==> config.mk <==
export PLATFORM = sky130hd
export DESIGN_NAME = atm_session_ctrl
export DESIGN_NICKNAME = d
export VERILOG_FILES = /design/src/rtl/atm_session_ctrl.sv
export SDC_FILE = /design/constraint.sdc
export NUM_CORES = 1
export LEC_CHECK = 0
export CORE_MARGIN = 8
export CORE_UTILIZATION = 30
export DETAILED_ROUTE_END_ITERATION = 8
export SYNTH_ARGS = -nofsm -noshare
export SYNTH_HDL_FRONTEND = slang
export SYNTH_SLANG_ARGS = --single-unit
export TNS_END_PERCENT = 30
==> constraint.sdc <==
create_clock -name clk -period 6.3 [get_ports clk]
set_clock_uncertainty 0.2 [all_clocks]
set_input_delay 1.26 -clock clk [delete_from_list [all_inputs] [get_ports clk]]
set_output_delay 1.26 -clock clk [all_outputs]
set_load 0.02 [all_outputs]
==> src/rtl/atm_session_ctrl.sv <==
// -----------------------------------------------------------------------------
// atm_session_ctrl
//
// Session sequencer for one ATM transaction. Accepts a card, requests a
// password/balance load from the account storage block, checks the PIN with
// a retry limit, serves balance/withdraw/deposit requests against a working
// balance and finally ejects the card.
//
// Ports
//   clk             in   system clock, all logic on the rising edge
//   rst             in   asynchronous active-high reset
//   card_inserted   in   1-cycle pulse, card presented (IDLE only)
//   card_number     in   card ID, sampled with card_inserted
//   pin             in   entered PIN
//   pin_valid       in   1-cycle pulse, pin is valid (WAIT_PIN only)
//   stored_psw      in   password from storage block
//   stored_balance  in   balance from storage block
//   op_valid        in   1-cycle pulse, operation request (MENU only)
//   op_code         in   00 balance, 01 withdraw, 10 deposit, 11 exit
//   amount          in   operand for withdraw/deposit
//   card_sel        out  latched card ID to storage block
//   card_in         out  load strobe to storage block
//   card_out        out  eject strobe (storage writes back on it)
//   op_done         out  operation-complete strobe (storage writes back on it)
//   updated_balance out  working balance
//   balance_out     out  balance shown to the user
//   wrong_id        out  pulse, invalid card ID
//   wrong_psw       out  pulse, PIN mismatch
//   locked          out  pulse, retry limit reached
//   op_err          out  pulse, withdraw underflow or deposit overflow
//   state           out  IDLE=0, LOAD=1, WAIT_PIN=2, MENU=3, EJECT=4
//
// All outputs come straight from registers.
// -----------------------------------------------------------------------------
module atm_session_ctrl #(
   parameter int card_width     = 6,
   parameter int password_width = 16,
   parameter int balance_width  = 20,
   parameter int users_num      = 10,
   parameter int max_tries      = 3,
   parameter int timeout_cycles = 1000
) (
   input  logic                      clk,
   input  logic                      rst,
   input  logic                      card_inserted,
   input  logic [card_width-1:0]     card_number,
   input  logic [password_width-1:0] pin,
   input  logic                      pin_valid,
   input  logic [password_width-1:0] stored_psw,
   input  logic [balance_width-1:0]  stored_balance,
   input  logic                      op_valid,
   input  logic [1:0]                op_code,
   input  logic [balance_width-1:0]  amount,
   output logic [card_width-1:0]     card_sel,
   output logic                      card_in,
   output logic                      card_out,
   output logic                      op_done,
   output logic [balance_width-1:0]  updated_balance,
   output logic [balance_width-1:0]  balance_out,
   output logic                      wrong_id,
   output logic                      wrong_psw,
   output logic                      locked,
   output logic                      op_err,
   output logic [2:0]                state
);

   typedef enum logic [2:0] {
      IDLE     = 3'd0,
      LOAD     = 3'd1,
      WAIT_PIN = 3'd2,
      MENU     = 3'd3,
      EJECT    = 3'd4
   } state_t;

   localparam int tries_w = $clog2(max_tries + 1);
   localparam int timer_w = $clog2(timeout_cycles + 1);

   localparam logic [card_width:0] users_lim  = (card_width + 1)'(users_num);
   localparam logic [tries_w-1:0]  tries_max  = tries_w'(max_tries);
   localparam logic [timer_w-1:0]  timer_last = timer_w'(timeout_cycles - 1);

   state_t                     state_q, state_d;
   logic [card_width-1:0]      card_sel_q, card_sel_d;
   logic [tries_w-1:0]         tries_q, tries_d;
   logic [timer_w-1:0]         timer_q, timer_d;
   logic [balance_width-1:0]   upd_bal_q, upd_bal_d;
   logic [balance_width-1:0]   bal_out_q, bal_out_d;
   logic                       card_in_q, card_in_d;
   logic                       card_out_q, card_out_d;
   logic                       op_done_q, op_done_d;
   logic                       wrong_id_q, wrong_id_d;
   logic                       wrong_psw_q, wrong_psw_d;
   logic                       locked_q, locked_d;
   logic                       op_err_q, op_err_d;

   // One extra bit on the sum catches deposit overflow.
   logic [balance_width:0]     dep_sum;
   logic [balance_width-1:0]   wdr_diff;
   logic [tries_w-1:0]         tries_inc;
   logic                       card_ok;

   assign dep_sum   = {1'b0, upd_bal_q} + {1'b0, amount};
   assign wdr_diff  = upd_bal_q - amount;
   assign tries_inc = tries_q + 1'b1;
   assign card_ok   = ({1'b0, card_number} < users_lim);

   // -------------------------------------------------------------------------
   // State register and all registered outputs
   // -------------------------------------------------------------------------
   always_ff @(posedge clk or posedge rst) begin
      if (rst) begin
         state_q     <= IDLE;
         card_sel_q  <= '0;
         tries_q     <= '0;
         timer_q     <= '0;
         upd_bal_q   <= '0;
         bal_out_q   <= '0;
         card_in_q   <= 1'b0;
         card_out_q  <= 1'b0;
         op_done_q   <= 1'b0;
         wrong_id_q  <= 1'b0;
         wrong_psw_q <= 1'b0;
         locked_q    <= 1'b0;
         op_err_q    <= 1'b0;
      end else begin
         state_q     <= state_d;
         card_sel_q  <= card_sel_d;
         tries_q     <= tries_d;
         timer_q     <= timer_d;
         upd_bal_q   <= upd_bal_d;
         bal_out_q   <= bal_out_d;
         card_in_q   <= card_in_d;
         card_out_q  <= card_out_d;
         op_done_q   <= op_done_d;
         wrong_id_q  <= wrong_id_d;
         wrong_psw_q <= wrong_psw_d;
         locked_q    <= locked_d;
         op_err_q    <= op_err_d;
      end
   end

   // -------------------------------------------------------------------------
   // Next-state and next-output logic
   // -------------------------------------------------------------------------
   always_comb begin
      state_d     = state_q;
      card_sel_d  = card_sel_q;
      tries_d     = tries_q;
      timer_d     = '0;
      upd_bal_d   = upd_bal_q;
      bal_out_d   = bal_out_q;
      op_done_d   = 1'b0;
      wrong_id_d  = 1'b0;
      wrong_psw_d = 1'b0;
      locked_d    = 1'b0;
      op_err_d    = 1'b0;

      case (state_q)
         IDLE: begin
            if (card_inserted) begin
               if (card_ok) begin
                  card_sel_d = card_number;
                  state_d    = LOAD;
               end else begin
                  wrong_id_d = 1'b1;
               end
            end
         end

         LOAD: begin
            state_d = WAIT_PIN;
         end

         WAIT_PIN: begin
            // Track the storage block so the working balance is current on
            // MENU entry and on a lockout eject.
            upd_bal_d = stored_balance;
            timer_d   = timer_q + 1'b1;
            if (pin_valid) begin
               timer_d = '0;
               if (pin == stored_psw) begin
                  tries_d = '0;
                  state_d = MENU;
               end else begin
                  wrong_psw_d = 1'b1;
                  if (tries_inc == tries_max) begin
                     locked_d = 1'b1;
                     tries_d  = '0;
                     state_d  = EJECT;
                  end else begin
                     tries_d = tries_inc;
                  end
               end
            end else if (timer_q == timer_last) begin
               state_d = EJECT;
            end
         end

         MENU: begin
            timer_d = timer_q + 1'b1;
            if (op_valid) begin
               // A request in the terminal timeout cycle is served instead.
               timer_d = '0;
               case (op_code)
                  2'b00: begin
                     bal_out_d = upd_bal_q;
                     op_done_d = 1'b1;
                  end
                  2'b01: begin
                     if (amount <= upd_bal_q) begin
                        upd_bal_d = wdr_diff;
                        op_done_d = 1'b1;
                     end else begin
                        op_err_d = 1'b1;
                     end
                  end
                  2'b10: begin
                     if (dep_sum[balance_width]) begin
                        op_err_d = 1'b1;
                     end else begin
                        upd_bal_d = dep_sum[balance_width-1:0];
                        op_done_d = 1'b1;
                     end
                  end
                  2'b11: begin
                     state_d = EJECT;
                  end
               endcase
            end else if (timer_q == timer_last) begin
               state_d = EJECT;
            end
         end

         EJECT: begin
            // Balance is held here for the write-back; the card ID goes away
            // as the session returns to IDLE.
            state_d    = IDLE;
            card_sel_d = '0;
            tries_d    = '0;
         end

         default: begin
            state_d    = IDLE;
            card_sel_d = '0;
            tries_d    = '0;
         end
      endcase

      // The idle timer only survives while the session stays in one state.
      if (state_d != state_q) begin
         timer_d = '0;
      end

      // Load/eject strobes are high for the single cycle spent in LOAD/EJECT.
      card_in_d  = (state_q == IDLE) && (state_d == LOAD);
      card_out_d = (state_q != EJECT) && (state_d == EJECT);
   end

   assign state           = state_q;
   assign card_sel        = card_sel_q;
   assign card_in         = card_in_q;
   assign card_out        = card_out_q;
   assign op_done         = op_done_q;
   assign updated_balance = upd_bal_q;
   assign balance_out     = bal_out_q;
   assign wrong_id        = wrong_id_q;
   assign wrong_psw       = wrong_psw_q;
   assign locked          = locked_q;
   assign op_err          = op_err_q;

endmodule

==> flow_summary.ini, run 1 <==
[run_status]
status = finished, final reports clean

[global_route]
grt_pass1_wl_um = 25200
grt.total_usage = 0.143
grt_pass1_vias = 4831
antenna_found_initial = 1
grt_max_degree = 69
grt_overflow = 0

[critical_path]
worst-endpoint-required_ps = 6330
crit_chain = clkdlybuf4s50_1 > inv_1 > ha_1 > nor2_1 > o21ai_0 > a211oi_1 > o211ai_1 > a21boi_0 > o22ai_2 > o221ai_2 > buf_4 > a211oi_1 > a21o_1
r2r_start = updated_balance[4]$_DFFE_PP0P_
worstSetupPathType = input port to register
start_kind = input port
worst-path-buf-inv = 3
reg2reg_to = updated_balance[12]$_DFFE_PP0P_
rr_worst_depth = 11
worstPathArrival_ps = 4740
crit_top_cell = a211oi_1
critPathMaxStageDelay_ps = 550
path_max_fanout = 18
cp_slowest_cell = o221ai_2
crit_family = compound AO/OA/AOI/OAI gates
r2r_setup_slack_ps = 2600
endpoint_kind = register

[route]
vias_per_cell = 4.93
dr.max_layer_used = met5
drt-wirelength-per-cell_um = 16.1
routed_wl_um = 15500
drc_errors = 0
met1Wirelength_um = 7030
firstDrtPassIters = 7
met3WireLength_um = 787
route.met2.wl_um = 7480
drt_iter0_markers = 278
num_vias = 4766
ant_nets = 0

[cts]
cts.clk_slew.worst_paths_ps = 60
cts_buffer_depth = 2
cts_tree = built
ctsResizeCount = 0
insertion_delay_ps = 340
h-tree-depth = 3
numCtsBuffers = 9
clock_sinks = 68
root_buffer = clkbuf_16
postCtsHoldBufs = 0
post_cts_buffers = 0

[logic_synthesis]
synth_area_um2 = 5180
synth.area.top_cells = dfrtp_1 33%, ha_1 11%, xnor2_1 5.6%
ys_warn_count = 0
synth_seq_area_share = 0.328
synth_cell_types = 60
synth_top_cells_by_count = 70 x nor2_1, 68 x dfrtp_1, 46 x a21oi_1
synth-edff-count = 0
synth_largest_area_cell = dfrtp_1
synth_top_cell_area_share = 0.328
synthFlopType = dfrtp_1
synth_most_common_cell = nor2_1
synthesis.nets = 734
syn_inst = 602
async_flop_share = 1.00
ys_ff_latch = 68
avgSynthCellArea_um2 = 8.61

[final_layout]
final-seq-area_um2 = 1700
fillers = 1764
post-route-cell-area_um2 = 7110
drive_gt1_frac = 0.0715
nets = 868
antenna_cells = 0
multi_input_area_um2 = 3220
syn2layout_area_growth_pct = 37.1

[power_and_ir_drop]
p_per_area_nw_per_um2 = 382
irDropWorstVdd_v = 0.000164
power.leakage_nw = 3.14

[hold_path]
min_path_type = register to register
min_to = timer_q[0]$_DFF_PP0_
hold_depth = 1
hp-start = timer_q[0]$_DFF_PP0_

[sta]
maxSlewHeadroom = 0.388
fin_setup_tns_ps = 0
slew_violations = 0
min_period_ps = 4710
max_freq_mhz = 212
setup_violations = 0
max_slew.worst_pin.slew_ps = 918
fin_crit_sh = 0.748
finalHoldViolCount = 0
finalWorstSetupSlack_ps = 1590
rsz0062_at_grt = false

[place]
dpl_cell_area_um2 = 6810
globalplace.congestion = 0.862
dp_slack_ps = 1210
port-buffer-count = 140
hpwl_um = 12000

[floorplan]
num_io_pins = 141
num_rows = 48
die_area_um2 = 21700
start_util = 0.303
die_h_um = 147
die-width_um = 147
core_um2 = 17100

[job]
maxCapViolations = 0
==> layout make-up <==
class / count / area share
Clock buffer: 10 / 0.0322
Clock inverter: 6 / 0.00898
Inverter: 42 / 0.0222
Multi-Input combinational cell: 468 / 0.453
Sequential cell: 68 / 0.239
Tap cell: 225 / 0.0396
Timing Repair Buffer: 147 / 0.205
==> worst reg2reg max path, stage by stage, from the launching register on <==
cell	delay [ps]
dfrtp_1	430
ha_1	400
nor2_1	180
o21ai_0	200
a211oi_1	400
o211ai_1	230
a21boi_0	260
o22ai_2	120
o221ai_2	550
buf_4	360
a211oi_1	80
a21o_1	190
==> per-layer routing <==
| layer | vias to the layer above | GRT usage |
|---|---|---|
| li1 | 2397 | - |
| met1 | 2228 | 0.178 |
| met2 | 123 | 0.244 |
| met3 | 16 | 0.0345 |
| met4 | 2 | 0.0388 |
| met5 | - | 0 |
==> cells in the final DEF, fill, tap and decap left out, drive strengths merged, types with 5 or more instances in the layout <==
cell type | synthesis | layout
mux2i | 11 | 11
clkbuf | 14 | 10
inv | 42 | 43
nor3 | 12 | 12
a211oi | 13 | 13
nand3 | 17 | 17
dfrtp | 68 | 68
xnor2 | 33 | 33
o211ai | 7 | 7
nor2b | 8 | 8
xor2 | 6 | 6
o31ai | 13 | 13
a21oi | 48 | 48
o21bai | 6 | 6
nand2b | 10 | 10
clkdlybuf4s50 | 0 | 140
ha | 45 | 45
mux2 | 20 | 20
o21ai | 34 | 34
buf | 10 | 7
nand4 | 9 | 9
a31oi | 5 | 5
nand2 | 43 | 43
nor2 | 70 | 70
==> cells by family (layout without fill, tap and decap cells) <==
group | Yosys count | in the layout | share of synthesized area
flops | 68 | 68 | 0.328
xor+xnor | 39 | 39 | 0.0659
simple gates | 195 | 195 | 0.178
mux | 31 | 31 | 0.0647
compound gates | 156 | 156 | 0.196
buf+inv | 66 | 205 | 0.0509
fa+ha+maj | 47 | 47 | 0.116
==> worst max path at each step <==
stage | depth (start not counted) | to | from | slack, ps
5_1_grt | 13 | updated_balance[12]$_DFFE_PP0P_ | amount[4] | 1280
3_5_place_dp | 13 | updated_balance[12]$_DFFE_PP0P_ | amount[4] | 1210
6_report | 13 | updated_balance[12]$_DFFE_PP0P_ | amount[4] | 1590
2_1_floorplan | 13 | updated_balance[1]$_DFFE_PP0P_ | amount[0] | 2520
3_3_place_gp | 13 | updated_balance[12]$_DFFE_PP0P_ | amount[4] | 1300
4_1_cts | 13 | updated_balance[12]$_DFFE_PP0P_ | amount[4] | 1580
==> flip-flops by register name (all words and copies together), names as in the netlist <==
signal and flops:
balance_out 20, card_in 1, card_out 1, card_sel 6, locked 1, op_done 1, op_err 1, state 3
timer_q 10, tries_q 2, updated_balance 20, wrong_id 1, wrong_psw 1
==> report_power, final <==
group / internal (mW) / leakage, nW / switching [mW]
Clock: 0.307 / 0.139 / 0.210
Sequential: 0.546 / 0.900 / 0.123
Combinational: 0.677 / 2.10 / 0.855
Total: 1.53 / 3.14 / 1.19
==> per-stage QoR <==
stage / util / power [mW] / cells / hold slack (ps)
floorplan: - / 1.69 / 602 / 255
global placement: 0.398 / 2.20 / 950 / 268
detailed placement: 0.398 / 2.20 / 950 / 277
CTS: 0.415 / 2.73 / 966 / 295
global route: 0.415 / 2.93 / 966 / 316
finish: 0.415 / 2.72 / 966 / 292
Note: power is estimated with default switching activity, not from simulation.
==> run 2, diff against run 1 <==
Clock period 6.3 ns to 3.85 ns, I/O delays scaled along.
==> run 2 against run 1 <==
Sequential power increased by 63%. Largest cell class unchanged. Critical endpoint is now updated_balance[7]$_DFFE_PP0P_. Die area unchanged. Clock power increased by 68%.
==> flow_summary.ini, run 2 (synthesized netlist as in run 1, its figures left out) <==
[run_status]
status = finished, final reports clean

[global_route]
grt_max_degree = 40
antenna_found_initial = 2
grt_pass1_wl_um = 25800
grt.total_usage = 0.147
grt_pass1_vias = 4970
grt_overflow = 0

[cts]
numCtsBuffers = 9
insertion_delay_ps = 350
cts_buffer_depth = 2
h-tree-depth = 3
cts_tree = built
post_cts_buffers = 0
clock_sinks = 68
ctsResizeCount = 0
postCtsHoldBufs = 0
root_buffer = clkbuf_16
cts.clk_slew.worst_paths_ps = 60

[critical_path]
start_kind = input port
cp_slowest_cell = clkdlybuf4s50_1
endpoint_kind = register
worstSetupPathType = input port to register
crit_chain = clkdlybuf4s50_1 > ha_1 > fa_1 > nor2b_1 > o21ai_0 > buf_4 > a211oi_2 > o211ai_1 > a21boi_1 > o22ai_2 > o221ai_2 > buf_6 > a211oi_1 > a21oi_1
crit_family = compound AO/OA/AOI/OAI gates
worstPathArrival_ps = 3660
critPathMaxStageDelay_ps = 430
worst-path-buf-inv = 3
worst-endpoint-required_ps = 3870
path_max_fanout = 18

[sta]
finalWorstSetupSlack_ps = 208
maxSlewHeadroom = 0.508
rsz0062_at_grt = false
min_period_ps = 3640
fin_setup_tns_ps = 0
fin_crit_sh = 0.946
finalHoldViolCount = 0
max_slew.worst_pin.slew_ps = 738
setup_violations = 0
slew_violations = 0
max_freq_mhz = 275

[floorplan]
num_rows = 48
die_area_um2 = 21700
start_util = 0.303
die_h_um = 147
num_io_pins = 141
die-width_um = 147
core_um2 = 17100

[place]
hpwl_um = 12600
dpl_cell_area_um2 = 7190
port-buffer-count = 140
dp_slack_ps = -336
globalplace.congestion = 0.882

[final_layout]
nets = 917
syn2layout_area_growth_pct = 45.0
fillers = 1704
antenna_cells = 0
drive_gt1_frac = 0.132
post-route-cell-area_um2 = 7510
layout_commonest_cell = clkdlybuf4s50_1
fin_util = 0.439
mostFrequentLayoutCells = 140 x clkdlybuf4s50_1, 70 x nor2_1, 68 x dfrtp_1

[route]
ant_nets = 0
route.met2.wl_um = 7680
met3WireLength_um = 855
met1Wirelength_um = 7040
dr.max_layer_used = met5
firstDrtPassIters = 4
drc_errors = 0
vias_per_cell = 4.78
num_vias = 4856
drt-wirelength-per-cell_um = 15.6
drt_iter0_markers = 325
routed_wl_um = 15800

[job]
maxCapViolations = 0

[power_and_ir_drop]
total_power_mw = 4.78
p_per_area_nw_per_um2 = 637
irDropWorstVdd_v = 0.000298
power.leakage_nw = 3.38

[hold_path]
min_path_type = register to register
-- run 2: stage by stage --
| stage | hold WS [ps] | std cells |
|---|---|---|
| 2_1_floorplan | 255 | 602 |
| 3_3_place_gp | 278 | 999 |
| 5_1_grt | 319 | 1015 |
| 3_5_place_dp | 292 | 999 |
| 6_report | 293 | 1015 |
| 4_1_cts | 297 | 1015 |
-- run 2: where the power goes --
part / total (mW) / switching, mW / internal (mW)
Sequential: 1.09 / 0.199 / 0.893
Clock: 0.868 / 0.347 / 0.521
Combinational: 2.82 / 1.46 / 1.37
Total: 4.78 / 2.00 / 2.78
-- run 2: path summary, 6_finish.rpt --
path | from | end | slack, ps | cells past startpoint
max in group asynchronous | rst | card_in$_DFF_PP0_ | 2120 | 3
setup / recovery | amount[0] | updated_balance[7]$_DFFE_PP0P_ | 210 | 14
setup reg to reg | updated_balance[0]$_DFFE_PP0P_ | updated_balance[7]$_DFFE_PP0P_ | 680 | 13
min in group asynchronous | rst | balance_out[4]$_DFFE_PP0P_ | 660 | 2
hold reg to reg | timer_q[0]$_DFF_PP0_ | timer_q[0]$_DFF_PP0_ | 290 | 1
hold / removal | timer_q[0]$_DFF_PP0_ | timer_q[0]$_DFF_PP0_ | 290 | 1
-- run 2: layout make-up --
cell class / count / area [um2] / share of cell area
multi-input cells: 468 / 3230 / 0.430
repair buffers: 196 / 1840 / 0.245
flip-flops and latches: 68 / 1700 / 0.226
well taps: 225 / 282 / 0.0375
clock buffers: 11 / 243 / 0.0323
inverters: 42 / 158 / 0.0210
clock inverters: 5 / 61.3 / 0.00816
-- run 2: worst register-to-register path, cell delays in order, from the launching register on --
cell      delay [ps]
dfrtp_1          410
ha_1             210
fa_1             380
nor2b_1          160
o21ai_0          190
buf_4            160
a211oi_2          70
o211ai_1         280
a21boi_1         140
o22ai_2          170
o221ai_2         170
buf_6            210
a211oi_1         250
a21oi_1           60
-- run 2: per-layer routing --
layer | track usage | up-vias
met3 | 0.0419 | 16
li1 | - | 2481
met2 | 0.247 | 106
met5 | 0 | -
met1 | 0.180 | 2249
met4 | 0.0428 | 4
==> run 3, diff against run 2 <==
Settings changed: SLEW_MARGIN set to 5.
==> results of run 3 <==
Final layout, timing and power as in run 2 (identical DEF).
